==> src/rtl/rf_pkg.sv <==
// rf_pkg: shared widths and write-back entry type for the register-file write side
package rf_pkg;
  localparam int DATA_W = 32;
  localparam int ADDR_W = 5;
  localparam logic [ADDR_W-1:0] REG_ZERO = 5'd0;
  typedef struct packed {
    logic [ADDR_W-1:0] waddr;
    logic [DATA_W-1:0] wdata;
  } wb_entry_t;
endpackage

==> src/rtl/wb_fifo.sv <==
// wb_fifo: small synchronous FIFO buffering long-latency write-back results
module wb_fifo
  import rf_pkg::*;
#(
  parameter int DEPTH = 2
) (
  input  logic      clk,
  input  logic      rst_n,
  input  logic      push,
  input  wb_entry_t din,
  input  logic      pop,
  output wb_entry_t head,
  output logic      full,
  output logic      empty
);
  localparam int AW = $clog2(DEPTH);
  logic [AW:0] wptr, rptr;
  logic do_push, do_pop;
  wb_entry_t mem [DEPTH];
  always_comb begin
    empty = wptr == rptr;
    full = (wptr[AW] != rptr[AW]) && (wptr[AW-1:0] == rptr[AW-1:0]);
    do_push = push && !full;
    do_pop = pop && !empty;
    head = mem[rptr[AW-1:0]];
  end
  always_ff @(posedge clk or negedge rst_n)
    if (!rst_n) begin
      wptr <= '0;
      rptr <= '0;
    end else begin
      if (do_push) wptr <= wptr + 1'b1;
      if (do_pop) rptr <= rptr + 1'b1;
    end
  always_ff @(posedge clk)
    if (do_push) mem[wptr[AW-1:0]] <= din;
endmodule

==> src/rtl/rf_writeback_ctrl.sv <==
// rf_writeback_ctrl: merges ALU and buffered slow results onto the register file write port
module rf_writeback_ctrl
  import rf_pkg::*;
#(
  parameter int FIFO_DEPTH   = 2,
  parameter int STARVE_LIMIT = 4
) (
  input  logic              i_clk,
  input  logic              i_rst_n,
  input  logic              i_alu_we,
  input  logic [ADDR_W-1:0] i_alu_waddr,
  input  logic [DATA_W-1:0] i_alu_wdata,
  input  logic              i_slow_valid,
  output logic              o_slow_ready,
  input  logic [ADDR_W-1:0] i_slow_waddr,
  input  logic [DATA_W-1:0] i_slow_wdata,
  input  logic              i_issue_valid,
  input  logic [ADDR_W-1:0] i_issue_rd,
  input  logic [ADDR_W-1:0] i_qaddr1,
  input  logic [ADDR_W-1:0] i_qaddr2,
  output logic              o_busy1,
  output logic              o_busy2,
  output logic              o_alu_stall,
  output logic              o_we,
  output logic [ADDR_W-1:0] o_waddr,
  output logic [DATA_W-1:0] o_wdata
);
  localparam int NREG = 2 ** ADDR_W;
  localparam int CW = $clog2(STARVE_LIMIT + 2);
  localparam logic [CW-1:0] LIMIT = CW'(STARVE_LIMIT);
  wb_entry_t slow_in, head;
  logic full, empty, pop, starving;
  logic [CW-1:0] starve_cnt, starve_nxt;
  logic [NREG-1:0] busy, set_mask, clr_mask;
  wb_fifo #(.DEPTH(FIFO_DEPTH)) u_fifo (
    .clk  (i_clk),
    .rst_n(i_rst_n),
    .push (i_slow_valid),
    .din  (slow_in),
    .pop  (pop),
    .head (head),
    .full (full),
    .empty(empty)
  );
  always_comb begin
    slow_in = {i_slow_waddr, i_slow_wdata};
    o_slow_ready = !full;
    pop = !i_alu_we && !empty;
    starving = i_alu_we && !empty;
    // saturate one past the limit so a misbehaving upstream cannot re-trigger by wraparound
    starve_nxt = !starving ? '0 : (starve_cnt == LIMIT + 1'b1) ? starve_cnt : starve_cnt + 1'b1;
    o_we = i_rst_n && (i_alu_we ? i_alu_waddr != REG_ZERO : pop && head.waddr != REG_ZERO);
    o_waddr = !i_rst_n ? REG_ZERO : i_alu_we ? i_alu_waddr : pop ? head.waddr : REG_ZERO;
    o_wdata = !i_rst_n ? '0 : i_alu_we ? i_alu_wdata : pop ? head.wdata : '0;
    set_mask = '0;
    set_mask[i_issue_rd] = i_issue_valid && i_issue_rd != REG_ZERO;
    clr_mask = '0;
    clr_mask[head.waddr] = pop;
    o_busy1 = busy[i_qaddr1];
    o_busy2 = busy[i_qaddr2];
  end
  always_ff @(posedge i_clk or negedge i_rst_n)
    if (!i_rst_n) begin
      busy <= '0;
      starve_cnt <= '0;
      o_alu_stall <= 1'b0;
    end else begin
      busy <= (busy & ~clr_mask) | set_mask;
      starve_cnt <= starve_nxt;
      o_alu_stall <= starve_nxt == LIMIT;
    end
  // upstream must leave the port to the FIFO head during a stall cycle
  a_stall_idles_alu: assert property (@(posedge i_clk) disable iff (!i_rst_n) o_alu_stall |-> !i_alu_we);
endmodule

==> config.mk <==
export PLATFORM = sky130hd
export DESIGN_NAME = rf_writeback_ctrl
export DESIGN_NICKNAME = d
export VERILOG_FILES = /design/src/rtl/rf_pkg.sv /design/src/rtl/wb_fifo.sv /design/src/rtl/rf_writeback_ctrl.sv
export SDC_FILE = /design/constraint.sdc
export NUM_CORES = 1
export LEC_CHECK = 0
export BUFFER_PORTS_ARGS = -buffer_cell sky130_fd_sc_hd__buf_2
export CORE_MARGIN = 4
export CORE_UTILIZATION = 56
export CTS_BUF_LIST = sky130_fd_sc_hd__clkbuf_8
export CTS_CLUSTER_DIAMETER = 30
export CTS_CLUSTER_SIZE = 16
export DETAILED_ROUTE_END_ITERATION = 8
export PLACE_DENSITY = 0.92
export RECOVER_POWER = 25
export SYNTH_ARGS = -nofsm -noshare
export SYNTH_HDL_FRONTEND = slang
export SYNTH_SLANG_ARGS = --single-unit
==> constraint.sdc <==
create_clock -name i_clk -period 3.8 [get_ports i_clk]
set_input_delay 0.95 -clock i_clk [delete_from_list [all_inputs] [get_ports i_clk]]
set_output_delay 0.95 -clock i_clk [all_outputs]
set_load 0.02 [all_outputs]
==> metrics.yaml, run 1 <==
timing:
  clock_skew_ns: 0.0103
  period_needed_ns: 3.49
  finalWorstSetupSlack_ns: 0.310
  post-route-period-util_pct: 91.9
  hold_viol_final: 0
  fin_setup_tns_ns: 0
  max_freq_mhz: 287
  worst_pin_slew_ns: 0.948
  slew_headroom_pct: 36.8
  finalSetupViolCount: 0
  rsz0062_at_grt: "no"
  report.final.slew_viol_count: 0
critical_path:
  critPathArrivalTime_ns: 2.54
  critPathLaunchType: "flop"
  worstPathCellList: "xnor2_2 > and2_4 > nor3_1 > a21oi_1 > nor2b_1 > buf_2"
  cp-end-kind: "output pin"
  critical_path.max_stage_delay_ns: 0.67
  crit_required_ns: 2.85
  critical_path_class: "reg -> out"
  cp_max_fo: 38
  crit_slowest_cell: "dfrtp_4"
logic_synthesis:
  ys.flop_type: "edfxtp_1"
  synth.avg_cell_area_um2: 11.5
  yosysMostFrequentCell: "edfxtp_1"
  synth_area_leaders: "edfxtp_1 (38%), dfrtp_1 (17%), mux2i_1 (12%), nor2b_1 (5.1%), o21ai_0 (4.9%)"
  syn_nets: 599
  ys_seq_area_share_pct: 55.8
  ys_ff_latch: 114
  synth-edff-count: 74
  syn_inst: 503
  yosysWarnings: 0
  syn_area_mm2: 0.00577
  yosys.area.top_type_share_pct: 38.5
  ys_types: 39
  async_flop_share_pct: 35.1
  synth_common_cells: "edfxtp_1 (74), mux2i_1 (69), o21ai_0 (56)"
  synth_top_cell_by_area: "edfxtp_1"
layout:
  utilization_pct: 70.2
  area_delta_synth_final_pct: 20.5
  drive_gt1_share_pct: 28.8
  regArea_mm2: 0.00323
  fin_nets: 735
  insertedDiodeCount: 0
  fill_cells: 715
  multi_input_area_mm2: 0.00241
global_route:
  antenna_found_initial: 0
  grt-ovfl-total: 0
  grt_pass1_wl_um: 22800
  grt.total_usage_pct: 24.6
  grt_pass1_vias: 4836
  grt_start_max_net_pins: 47
floorplanning:
  die_x_um: 110
  std_cell_rows: 36
  core_area_mm2: 0.00991
  start_util_pct: 58.3
  die-area_mm2: 0.0120
  die_y_um: 110
  pin_count: 136
cts:
  cts_root_buf: "clkbuf_8"
  cts_buffers: 17
  cts_tree: "yes"
  clk_pin_slew_ns: 0.07
  h-tree-depth: 4
  insertion_delay_ns: 0.41
  ctsHoldBuffers: 0
  cts.sinks: 114
  clockBufferDepth: 2
placed_design:
  place_congestion: 0.940
  dpl_worst_slack_ns: 0.516
  dp_hpwl_um: 10300
  port-buffer-count: 135
worst_hold_path:
  hold_class: "reg -> reg"
drt:
  drt-pass1-iter-count: 6
  wirelength_um: 14500
  vias: 4611
  drtAntennaViolNets: 0
  first_iter_violations: 419
  via_per_inst: 5.87
  routedWlPerCell_um: 18.5
  drc_errors: 0
outcome:
  status: "complete, no violations"
run:
  max_cap_violations: 0
pwr:
  cellPowerDensity_mw_per_mm2: 755
  power_leakage_nw: 2.88
  ir_drop_v: 0.000513
==> cells by family (layout without fill, tap and decap cells) <==
family	after synthesis	count (layout)	share of synthesized area, %
adder cells (fa/ha/maj)	2	2	0.433
multiplexers	72	72	12.5
AND/OR/NAND/NOR	157	157	15.8
AO/OA/AOI/OAI	124	124	11.7
flip-flops	114	114	55.8
XOR/XNOR	7	7	1.19
buffers and inverters	27	176	2.56
==> registers in the layout (all words and copies together) (netlist names) <==
signal and flops:
busy 32, o_alu_stall 1, starve_cnt 3, u_fifo.mem 74, u_fifo.rptr 2, u_fifo.wptr 2
==> power breakdown <==
group          leakage [nW]  switching, mW  internal, mW
logic                  1.49           1.22         0.724
registers              1.18          0.327          1.82
clock network         0.213          0.468         0.691
==> critical path: cells and delay by family, from the launching register on <==
| family | cells | cell delay [ns] |
|---|---|---|
| simple gates | 3 | 0.77 |
| flops | 1 | 0.67 |
| compound gates | 1 | 0.17 |
| buf+inv | 1 | 0.16 |
| xor+xnor | 1 | 0.34 |
==> final timing paths <==
check / startpoint / to / slack [ns] / depth (start not counted)
worst max-delay path: u_fifo.rptr[0] / o_waddr[0] / 0.31 / 6
worst min-delay path: u_fifo.wptr[1] / u_fifo.wptr[1] / 0.49 / 1
min in group asynchronous: i_rst_n / starve_cnt[2] / 0.55 / 1
worst max register to register: u_fifo.rptr[0] / u_fifo.mem[0][8] / 1.31 / 5
max in group asynchronous: i_rst_n / u_fifo.rptr[0] / 2.36 / 2
worst min register to register: u_fifo.wptr[1] / u_fifo.wptr[1] / 0.49 / 1
==> layer usage <==
metal  vias to the layer above  track usage (%)  wire length (um)
li1                       2128                -                 -
met1                      2219             28.8              5630
met2                       229             42.9              7360
met3                        35             7.22              1150
met4                         0             9.35               359
met5                         -                0                 0
==> placed cells by master, fill, tap and decap left out, types with 2 or more instances in the layout <==
| cell type | synthesis | routed |
|---|---|---|
| mux2_2 | 3 | 3 |
| a21oi_1 | 46 | 46 |
| nor2b_1 | 47 | 47 |
| clkbuf_8 | 0 | 20 |
| and2_1 | 2 | 2 |
| clkinv_2 | 0 | 4 |
| edfxtp_1 | 74 | 74 |
| a211oi_1 | 2 | 2 |
| o21ai_0 | 56 | 56 |
| nor2_1 | 14 | 13 |
| ha_1 | 2 | 2 |
| o21ai_1 | 6 | 6 |
| mux2i_1 | 69 | 69 |
| nand2_1 | 29 | 29 |
| nor3_1 | 21 | 21 |
| a22oi_1 | 8 | 8 |
| clkinvlp_4 | 0 | 3 |
| bufinv_16 | 0 | 3 |
| xor2_1 | 2 | 2 |
| inv_1 | 1 | 3 |
| nand2b_1 | 7 | 7 |
| buf_4 | 4 | 7 |
| nor3_2 | 18 | 18 |
| xnor2_1 | 4 | 4 |
| nand3_1 | 11 | 11 |
| buf_2 | 7 | 122 |
| clkbuf_1 | 10 | 13 |
| dfrtp_1 | 40 | 39 |
| nand4b_1 | 2 | 2 |
| a311o_1 | 2 | 2 |
==> per-stage QoR <==
step                      std cells  power (mW)  area (um^2)  hold WS, ns
after global placement          753        3.97         6560        0.476
after CTS                       785        5.25         6970        0.494
after global routing            785        5.55         6960        0.512
final                           785        5.25         6960        0.494
after floorplan                 503        3.53         5770        0.462
after detailed placement        753        4.09         6560        0.482
==> layout make-up <==
class                      count  area share (%)
timing repair buffer         143            10.5
tap                          133            2.39
clock buffer                  20            3.96
inverter                       1          0.0540
multi-input combinational    362            34.7
sequential                   114            46.4
clock inverter                12            2.01
==> what timing repair did <==
action,4_1_cts,5_1_grt
endpoints found under the setup margin,0,1
setup buffers,0,0
resized for setup,0,1
No activity file was read; power rests on OpenSTA's default activity.
==> inputs of run 2 (changes only) <==
--- a/config.mk
+++ b/config.mk
@@ -7,12 +7,12 @@
 export LEC_CHECK = 0
 export BUFFER_PORTS_ARGS = -buffer_cell sky130_fd_sc_hd__buf_2
 export CORE_MARGIN = 4
-export CORE_UTILIZATION = 56
+export CORE_UTILIZATION = 50
 export CTS_BUF_LIST = sky130_fd_sc_hd__clkbuf_8
 export CTS_CLUSTER_DIAMETER = 30
 export CTS_CLUSTER_SIZE = 16
 export DETAILED_ROUTE_END_ITERATION = 8
-export PLACE_DENSITY = 0.92
+export PLACE_DENSITY = 0.87
 export RECOVER_POWER = 25
 export SYNTH_ARGS = -nofsm -noshare
 export SYNTH_HDL_FRONTEND = slang
==> constraint.sdc (replaced) <==
create_clock -name i_clk -period 3.1 [get_ports i_clk]
set_input_delay 0.775 -clock i_clk [delete_from_list [all_inputs] [get_ports i_clk]]
set_output_delay 0.775 -clock i_clk [all_outputs]
set_load 0.02 [all_outputs]
==> metrics.yaml, run 2 (synthesis results as in run 1) <==
pwr:
  ir_drop_v: 0.000499  # -2.8%
  cellPowerDensity_mw_per_mm2: 937  # +24%
  power_leakage_nw: 2.93  # +1.8%
  p_total_mw: 6.66  # +27%
drt:
  wirelength_um: 15000  # +3.6%
  drc_errors: 0  # unchanged
  routedWlPerCell_um: 18.7  # +1.2%
  drt-pass1-iter-count: 5  # -1
  via_per_inst: 5.86  # -0.20%
  drtAntennaViolNets: 0  # unchanged
  vias: 4713  # +2.2%
  first_iter_violations: 451  # +7.6%
floorplanning:
  std_cell_rows: 38  # +5.6%
  die_x_um: 115  # +5.4%
  die_y_um: 115  # +5.4%
  die-area_mm2: 0.0133  # +11%
  pin_count: 136  # unchanged
  core_area_mm2: 0.0111  # +12%
  start_util_pct: 52.1  # -6.1 points
critical_path:
  cp_max_fo: 10  # -74%
  crit_slowest_cell: "dfrtp_4"
  critical_path_class: "reg -> out"
  cp-end-kind: "output pin"
  worstPathCellList: "xnor2_4 > and2_4 > buf_4 > nor3_1 > a21oi_1 > nor2b_1 > buf_2"
  critPathArrivalTime_ns: 2.23  # -0.31 ns
  crit_required_ns: 2.32  # -0.53 ns
  critical_path.max_stage_delay_ns: 0.58  # -0.09 ns
  critPathLaunchType: "flop"
outcome:
  status: "complete, no violations"
layout:
  insertedDiodeCount: 0  # unchanged
  largest_reg_flops: 74  # unchanged
  layout_common_cells: "buf_2 (119), edfxtp_1 (74), mux2i_1 (68)"
  fill_cells: 833  # +17%
  area_delta_synth_final_pct: 23.0
  utilization_pct: 64.1  # -6.1 points
  fin_nets: 747  # +1.6%
  drive_gt1_share_pct: 30.0  # +1.1 points
  fin_area_mm2: 0.00710  # +2.1%
  final_common_cell: "buf_2"
run:
  max_cap_violations: 0  # unchanged
worst_hold_path:
  hold_class: "in -> async"
timing:
  rsz0062_at_grt: "no"
  finalSetupViolCount: 0  # unchanged
  fin_setup_tns_ns: 0  # unchanged
  report.final.slew_viol_count: 0  # unchanged
  slew_headroom_pct: 38.7  # +1.9 points
  period_needed_ns: 3.01
  clock_skew_ns: 0.00712  # -0.00315 ns
  max_freq_mhz: 332
  post-route-period-util_pct: 97.0
  hold_viol_final: 0  # unchanged
  worst_pin_slew_ns: 0.920  # -0.0282 ns
global_route:
  grt-ovfl-total: 0  # unchanged
  grt.total_usage_pct: 23.1  # -1.5 points
  grt_pass1_wl_um: 23700  # +3.8%
  grt_pass1_vias: 4849  # +0.27%
  antenna_found_initial: 0  # unchanged
  grt_start_max_net_pins: 43  # -8.5%
cts:
  cts_root_buf: "clkbuf_8"
  cts.sinks: 114  # unchanged
  cts_buffers: 17  # unchanged
  insertion_delay_ns: 0.43  # +0.02 ns
  clk_pin_slew_ns: 0.07  # about the same
  clockBufferDepth: 2  # unchanged
  cts_tree: "yes"
  h-tree-depth: 4  # unchanged
placed_design:
  dp_hpwl_um: 10500  # +1.9%
  port-buffer-count: 135  # unchanged
  placed_area_mm2: 0.00663  # +1.2%
  place_congestion: 0.871  # -7.3%
run 2: cell count changes in the layout (fill, tap and decap cells not counted), sizes merged:
cell / before / now
clkinv: 4 / 8
and2: 3 / 4
buf: 130 / 138
inv: 3 / 2
run 2: cell type report:
| cell class | instances | area, um^2 | share of cell area, % |
|---|---|---|---|
| clock buffer | 17 | 234 | 3.29 |
| clock inverter | 15 | 169 | 2.38 |
| inverter | 1 | 3.75 | 0.0528 |
| multi-input combinational | 363 | 2460 | 34.6 |
| sequential | 114 | 3230 | 45.4 |
| tap | 140 | 175 | 2.47 |
| timing repair buffer | 154 | 840 | 11.8 |
run 2: layer usage:
metal | GRT usage, % | vias up | share of wire, %
met3 | 6.89 | 30 | 8.6
met4 | 8.92 | 0 | 2.0
met2 | 39.2 | 239 | 51
met1 | 27.8 | 2284 | 39
met5 | 0 | - | 0
li1 | - | 2160 | -
run 2: timing repair:
| action | in CTS | in global routing |
|---|---|---|
| hold buffers | 0 | 0 |
| endpoints found under the setup margin | 16 | 32 |
| resized for setup | 1 | 6 |
| pin swaps | 0 | 1 |
| gates cloned | 1 | 0 |
| setup buffers | 0 | 5 |
run 2: worst max-delay path, delay by kind of cell, from the launching register on:
kind | cells | cell delay, ns
and+or+nand+nor | 3 | 0.61
buffers and inverters | 2 | 0.34
xor gates and xnor gates | 1 | 0.20
AOI/OAI and AO/OA | 1 | 0.07
DFF | 1 | 0.58
run 2: metrics by stage:
step	setup slack (ns)	hold slack [ns]	instances
floorplan	0.351	0.462	503
global placement	0.246	0.478	766
detailed placement	0.172	0.493	766
CTS	-0.0336	0.338	799
global route	0.00445	0.375	804
finish	0.0917	0.359	804
run 2: worst paths after layout:
check	from	to	slack, ns	cells after the start
max	u_fifo.rptr[0]	o_wdata[5]	0.09	7
min	i_rst_n	starve_cnt[2]	0.36	1
max reg2reg	u_fifo.rptr[1]	u_fifo.mem[0][36]	0.88	5
min reg2reg	u_fifo.rptr[1]	u_fifo.rptr[1]	0.56	1
max in group asynchronous	i_rst_n	u_fifo.rptr[0]	1.79	2
min in group i_clk	i_slow_wdata[10]	u_fifo.mem[1][10]	0.52	1
run 2: power by group:
part	internal, mW	total (mW)	switching [mW]
logic	1.04	2.65	1.62
registers	2.23	2.61	0.381
clock network	0.785	1.39	0.604
